--- src/rtl/mem2_stage_pkg.sv ---
// Shared types and helpers for the memory-stage-2 datapath: access sizes,
// the latched control entry and the alignment check.
package mem2_stage_pkg;

  localparam int CACHE_WIDTHE = 6;
  localparam int REG_IDX_W    = 5;
  localparam int DW           = 2 ** CACHE_WIDTHE;
  localparam int AW           = CACHE_WIDTHE - 3;

  typedef enum logic [1:0] {
    MEM_B = 2'd0,
    MEM_H = 2'd1,
    MEM_W = 2'd2,
    MEM_D = 2'd3
  } mem_size_e;

  typedef struct packed {
    logic                 load;
    logic                 regwr;
    logic [REG_IDX_W-1:0] rdidx;
    logic [AW-1:0]        addrlow;
    mem_size_e            size;
    logic                 uns;
  } mem2_ctrl_t;

  function automatic logic is_misaligned(input mem_size_e size, input logic [AW-1:0] addrlow);
    logic mis;
    case (size)
      MEM_B:   mis = 1'b0;
      MEM_H:   mis = addrlow[0];
      MEM_W:   mis = |addrlow[1:0];
      MEM_D:   mis = |addrlow;
      default: mis = 1'b0;
    endcase
    return mis;
  endfunction

endpackage

--- src/rtl/mem2_stage_align_bytes_sel.sv ---
// Combinational byte-lane select and sign/zero extension of a load result.
module align_bytes_sel
  import mem2_stage_pkg::*;
#(
  parameter int CACHE_WIDTHE_P = CACHE_WIDTHE
) (
  input  logic [(2**CACHE_WIDTHE_P)-1:0] data,
  input  logic [CACHE_WIDTHE_P-4:0]      addrlow,
  input  mem_size_e                      size,
  input  logic                           uns,
  output logic [(2**CACHE_WIDTHE_P)-1:0] result
);

  localparam int W = 2 ** CACHE_WIDTHE_P;

  logic [W-1:0] shifted_s;

  // Move the addressed lane down to bit 0, then extend per access size.
  always_comb begin
    shifted_s = data >> {addrlow, 3'b000};
    result    = shifted_s;
    case (size)
      MEM_B:   result = uns ? {{(W-8){1'b0}},  shifted_s[7:0]}
                            : {{(W-8){shifted_s[7]}},   shifted_s[7:0]};
      MEM_H:   result = uns ? {{(W-16){1'b0}}, shifted_s[15:0]}
                            : {{(W-16){shifted_s[15]}}, shifted_s[15:0]};
      MEM_W:   result = uns ? {{(W-32){1'b0}}, shifted_s[31:0]}
                            : {{(W-32){shifted_s[31]}}, shifted_s[31:0]};
      MEM_D:   result = shifted_s;
      default: result = shifted_s;
    endcase
  end

endmodule

--- src/rtl/mem2_stage.sv ---
// Memory stage 2: consumes SRAM read data, aligns loads, and presents a
// registered writeback entry; a one-entry skid keeps SRAM data across stalls.
module mem2_stage
  import mem2_stage_pkg::*;
#(
  parameter int CACHE_WIDTHE = mem2_stage_pkg::CACHE_WIDTHE,
  parameter int REG_IDX_W    = mem2_stage_pkg::REG_IDX_W
) (
  input  logic                         clk,
  input  logic                         rst_n,
  input  logic                         iValid,
  output logic                         oReady,
  input  logic                         iLoad,
  input  logic                         iRegWr,
  input  logic [REG_IDX_W-1:0]         iRdIdx,
  input  logic [CACHE_WIDTHE-4:0]      iAddrLow,
  input  logic [1:0]                   iSize,
  input  logic                         iUnsigned,
  input  logic [(2**CACHE_WIDTHE)-1:0] iAluRes,
  input  logic [(2**CACHE_WIDTHE)-1:0] iSramRdData,
  input  logic                         iFlush,
  output logic                         oValid,
  input  logic                         iReady,
  output logic                         oRegWr,
  output logic [REG_IDX_W-1:0]         oRdIdx,
  output logic [(2**CACHE_WIDTHE)-1:0] oWbData,
  output logic                         oMisalign
);

  localparam int W = 2 ** CACHE_WIDTHE;

  mem2_ctrl_t           pend_ctrl_r;
  logic                 pend_valid_r;
  logic [W-1:0]         pend_alu_r;
  logic                 skid_valid_r;
  logic [W-1:0]         skid_data_r;
  logic                 out_valid_r;
  logic                 out_regwr_r;
  logic [REG_IDX_W-1:0] out_rdidx_r;
  logic [W-1:0]         out_data_r;
  logic                 out_mis_r;

  logic                 accept_s;
  logic                 out_load_s;
  logic [W-1:0]         src_data_s;
  logic [W-1:0]         aligned_s;
  logic                 mis_s;
  logic [W-1:0]         wb_data_s;
  logic                 wb_regwr_s;

  assign oReady     = !pend_valid_r || !out_valid_r || iReady;
  assign accept_s   = iValid && oReady && !iFlush;
  assign out_load_s = pend_valid_r && (!out_valid_r || iReady);

  assign oValid    = out_valid_r;
  assign oRegWr    = out_regwr_r;
  assign oRdIdx    = out_rdidx_r;
  assign oWbData   = out_data_r;
  assign oMisalign = out_mis_r;

  align_bytes_sel #(.CACHE_WIDTHE_P(CACHE_WIDTHE)) u_align (
    .data    (src_data_s),
    .addrlow (pend_ctrl_r.addrlow),
    .size    (pend_ctrl_r.size),
    .uns     (pend_ctrl_r.uns),
    .result  (aligned_s)
  );

  // Pick the data source for the pend entry and form the writeback value.
  always_comb begin
    src_data_s = pend_alu_r;
    mis_s      = 1'b0;
    wb_data_s  = pend_alu_r;
    wb_regwr_s = pend_ctrl_r.regwr;
    if (skid_valid_r) begin
      src_data_s = skid_data_r;
    end else if (pend_ctrl_r.load) begin
      src_data_s = iSramRdData;
    end else begin
      src_data_s = pend_alu_r;
    end
    if (pend_ctrl_r.load) begin
      mis_s      = is_misaligned(pend_ctrl_r.size, pend_ctrl_r.addrlow);
      wb_data_s  = mis_s ? {W{1'b0}} : aligned_s;
      wb_regwr_s = pend_ctrl_r.regwr && !mis_s;
    end else begin
      wb_data_s  = src_data_s;
      wb_regwr_s = pend_ctrl_r.regwr;
    end
  end

  // Pend entry: control fields and ALU result of the op accepted last cycle.
  always_ff @(posedge clk or negedge rst_n) begin
    if (!rst_n) begin
      pend_valid_r <= 1'b0;
      pend_ctrl_r  <= '0;
      pend_alu_r   <= {W{1'b0}};
    end else if (iFlush) begin
      pend_valid_r <= 1'b0;
    end else if (accept_s) begin
      pend_valid_r        <= 1'b1;
      pend_ctrl_r.load    <= iLoad;
      pend_ctrl_r.regwr   <= iRegWr;
      pend_ctrl_r.rdidx   <= iRdIdx;
      pend_ctrl_r.addrlow <= iAddrLow;
      pend_ctrl_r.size    <= mem_size_e'(iSize);
      pend_ctrl_r.uns     <= iUnsigned;
      pend_alu_r          <= iAluRes;
    end else if (out_load_s) begin
      pend_valid_r <= 1'b0;
    end
  end

  // Skid: SRAM dout is only valid for one cycle, so hold it while stalled.
  always_ff @(posedge clk or negedge rst_n) begin
    if (!rst_n) begin
      skid_valid_r <= 1'b0;
      skid_data_r  <= {W{1'b0}};
    end else if (iFlush || out_load_s) begin
      skid_valid_r <= 1'b0;
    end else if (pend_valid_r && pend_ctrl_r.load && !skid_valid_r) begin
      skid_valid_r <= 1'b1;
      skid_data_r  <= iSramRdData;
    end
  end

  // Writeback output register and its valid/ready handshake.
  always_ff @(posedge clk or negedge rst_n) begin
    if (!rst_n) begin
      out_valid_r <= 1'b0;
      out_regwr_r <= 1'b0;
      out_rdidx_r <= {REG_IDX_W{1'b0}};
      out_data_r  <= {W{1'b0}};
      out_mis_r   <= 1'b0;
    end else if (iFlush) begin
      out_valid_r <= 1'b0;
    end else if (out_load_s) begin
      out_valid_r <= 1'b1;
      out_regwr_r <= wb_regwr_s;
      out_rdidx_r <= pend_ctrl_r.rdidx;
      out_data_r  <= wb_data_s;
      out_mis_r   <= mis_s;
    end else if (iReady) begin
      out_valid_r <= 1'b0;
    end
  end

endmodule

--- config.mk ---
export PLATFORM = sky130hd
export DESIGN_NAME = mem2_stage
export DESIGN_NICKNAME = d
export VERILOG_FILES = /design/src/rtl/mem2_stage_pkg.sv /design/src/rtl/mem2_stage_align_bytes_sel.sv /design/src/rtl/mem2_stage.sv
export SDC_FILE = /design/constraint.sdc
export NUM_CORES = 1
export LEC_CHECK = 0
export ABC_CLOCK_PERIOD_IN_PS = 4450
export BUFFER_PORTS_ARGS = -buffer_cell sky130_fd_sc_hd__buf_4
export CORE_MARGIN = 4
export CORE_UTILIZATION = 60
export CTS_CLUSTER_DIAMETER = 100
export CTS_CLUSTER_SIZE = 28
export DETAILED_ROUTE_END_ITERATION = 8
export GPL_TIMING_DRIVEN = 0
export PLACE_DENSITY = 0.95
export SLEW_MARGIN = 25
export SYNTH_ARGS = -nofsm -noshare
export SYNTH_HDL_FRONTEND = slang
export SYNTH_HIERARCHICAL = 1
export SYNTH_SLANG_ARGS = --single-unit
--- constraint.sdc ---
create_clock -name clk -period 4.45 [get_ports clk]
set_clock_uncertainty 0.2 [all_clocks]
set_input_delay 1.1125 -clock clk [delete_from_list [all_inputs] [get_ports clk]]
set_output_delay 1.1125 -clock clk [all_outputs]
set_load 0.005 [all_outputs]
==> run metrics <==
Max Clk Rate=0.2371 GHz; CP startpoint kind=flip-flop; Setup Fix Bufs, Post-CTS=0; worst endpoint data arrival time=4.42 ns; number of buffers created by CTS=11; setup_tns=0 ns; outcome=complete, no violations; post-DP HPWL=34980 um; I/O pins=219; Crit. End Element=flip-flop; Hold Crit Start=pend_ctrl_r[10]; die footprint=0.02549 mm2; dominant synthesized flop cell=dfrtp_1; crit-path max FO=10; Multi-input gate area=0.007626 mm2; Core ar.=0.02264 mm2; RR Endpoint=oWbData[24]; vias in the first global route=12259; area delta synth->final=16.97%; Hold Buf Count CTS=0; r2r setup slk=0.23 ns; WL/cell=25.98 um; Synth warnings=6; Yosys cell types=46; worst endpoint required time=4.66 ns; DRC viols=0; sequential-to-total area share from yosys stat=38.98%; Hold WS=0.3043 ns; Core Util, Final=71.31%; Initial DRC Count=1319; Worst R2R Path Depth=13; Initial DRT Pass Iterations=5; Vias=11993; Net Count, Synth=1399; Hold EP=oRdIdx[4]; Via density=6.776; RSZ-0062 raised after global routing=false; Filler cells=1562; Port Buffers=218; clk sinks=215; Rows=55; final hold viol count=0; pin count of the biggest net entering global routing=96; worst skew pair latency=0.48 ns; Root Buffer=clkbuf_16; P_leak=0.007358 uW; Avg Inst Size Synth=11.02 um2; Max Cap Violations=0; Final setup viols=0; Crit Path Category=flip-flop to flip-flop; CTS HTree Levels=1; Critical R2R Launch=pend_ctrl_r[12]; cts repair resizes=0; Initial Utilization=60.96%; GPL Wtd Cong=1.053; final max-slew violation count=0; hold depth=1; worst hold-check path type=flip-flop to flip-flop; Reg area=0.005380 mm2; Cells after Synth=1253; nets@finish=1632; GRT Total Usage=35.06%; Tcrit/Tclk final=94.76%; asr flop ratio synth=100.0%; Overflow after GRT=0; minimum clock period=4.217 ns; Longest Clk Path Bufs=3; Slew @ Worst Pin=1.115 ns; Die Height=159.7 um; CTS tree=yes; DIE WIDTH=159.7 um; VDD IR max=0.0002871 V; Antenna Cells=0; Power Dens Cells=391.2 mW/mm2; share of layout cells above drive strength 1=36.84%; number of flops mapped to enable cells by yosys=0; Mapped Area=0.01380 mm2; #FFs+latches synth=215; Max-slew headroom=24.91%; Final ANT Viol Nets=0; Post-Route WL=45980 um; dpl ws=0.4316 ns; final worst setup slack=0.2332 ns; Reg clk slew, reported paths=0.11 ns; first-pass GRT wire length=71410 um; initial antenna violation count=0
[final cells by class]
| type | count | area share [%] |
|---|---|---|
| multi-input combinational | 899 | 47.24 |
| buffer | 135 | 4.836 |
| clock inverter | 1 | 0.06975 |
| timing repair buffer | 220 | 10.52 |
| inverter | 4 | 0.09300 |
| tap | 285 | 2.209 |
| clock buffer | 11 | 1.705 |
| sequential | 215 | 33.33 |
[stage by stage]
step	cell area, um2	cells	power [uW]
after floorplan	13800	1253	4110
final	16140	1770	6316
after global placement	15800	1756	5088
after CTS	16140	1770	6262
after detailed placement	15860	1758	5180
after global routing	16140	1770	6571
[layout by cell type, fill, tap and decap left out, types with 10 or more instances in the layout]
cell,n
nand2b_1,69
nand2_1,103
buf_6,26
dfrtp_1,215
o2111ai_1,64
mux2_4,61
mux4_2,35
a21o_1,64
nand4_2,25
nand3_2,10
nand3_1,11
clkbuf_16,11
mux2_2,94
clkbuf_1,51
o21ai_0,66
buf_2,51
mux2i_1,83
a21oi_1,70
buf_4,221
a31oi_1,64
a22oi_1,14
[flip-flops by register name, summed over array words and instances, names as in the netlist]
name and count:
oRegWr 1, pend_alu_r 64, pend_valid_r 1, skid_data_r 64
oMisalign 1, skid_valid_r 1, oValid 1, pend_ctrl_r 13
oRdIdx 5, oWbData 64
[cells in the mapped netlist, types with 5 or more instances]
library cell    n  area [um2]
nand2b_1       69       431.7
nand3_1        11       55.05
a21o_1         64       480.5
o21ai_1         8       40.04
a22oi_1        14       105.1
mux2_2         94        1059
buf_2          51       255.2
clkbuf_1       51       191.4
buf_6          26       292.8
mux4_2         35       788.3
a31oi_1        64       400.4
o2bb2ai_1       8       70.07
nor2b_1         5       31.28
mux2i_1        83       830.8
nor2_1          6       22.52
mux2_4         61       915.9
dfrtp_1       215        5380
nand4_1         8       50.05
nand3_2        10       100.1
o2111ai_1      64       560.5
nand2_1       103       386.6
a21oi_1        70       350.3
mux2_1          8       90.09
nand4_2        25       312.8
o21ai_0        66       330.3
[worst max path at each step]
stage | depth (start not counted) | slack (ns) | to | startpoint
after global placement | 13 | 0.52 | oWbData[26] | pend_ctrl_r[12]
final | 13 | 0.23 | oWbData[24] | pend_ctrl_r[12]
after detailed placement | 13 | 0.43 | oWbData[24] | pend_ctrl_r[12]
after CTS | 13 | 0.36 | oWbData[24] | pend_ctrl_r[12]
after floorplan | 10 | 1.55 | oWbData[56] | iSramRdData[63]
after global routing | 13 | 0.15 | oWbData[24] | pend_ctrl_r[12]
[power by group]
group / internal [uW] / switching [uW] / leakage, uW
Combinational: 1230 / 1410 / 0.00459
Clock: 456 / 636 / 0.000142
Sequential: 2300 / 288 / 0.00263
Total: 3990 / 2330 / 0.00736
[cells by family after synthesis]
family                 synth area share (%)
and+or+nand+nor                       10.79
DFF                                   38.98
AOI/OAI and AO/OA                     17.68
buffers and inverters                 5.765
muxes                                 26.79
[worst max-delay path, cell delays in order, from the launching register on]
cell	delay, ns
dfrtp_1	0.34
buf_2	0.30
buf_2	0.42
buf_2	0.38
mux2i_1	0.12
o21ai_0	0.74
mux2i_1	0.28
a22oi_2	0.23
nand4_2	0.20
buf_6	0.22
buf_6	0.16
nand3_2	0.08
o2111ai_1	0.22
a31oi_1	0.24
[metal layers]
layer / vias up / track usage [%] / wire length, um / part of all wire (%)
met3: 126 / 6.065 / 3746 / 8.1
met5: - / 0 / 0 / 0
met4: 0 / 15.58 / 2477 / 5.4
li1: 5187 / - / - / -
met1: 6013 / 46.78 / 18050 / 39
met2: 667 / 56.66 / 21710 / 47
No activity file was read; power rests on OpenSTA's default activity.
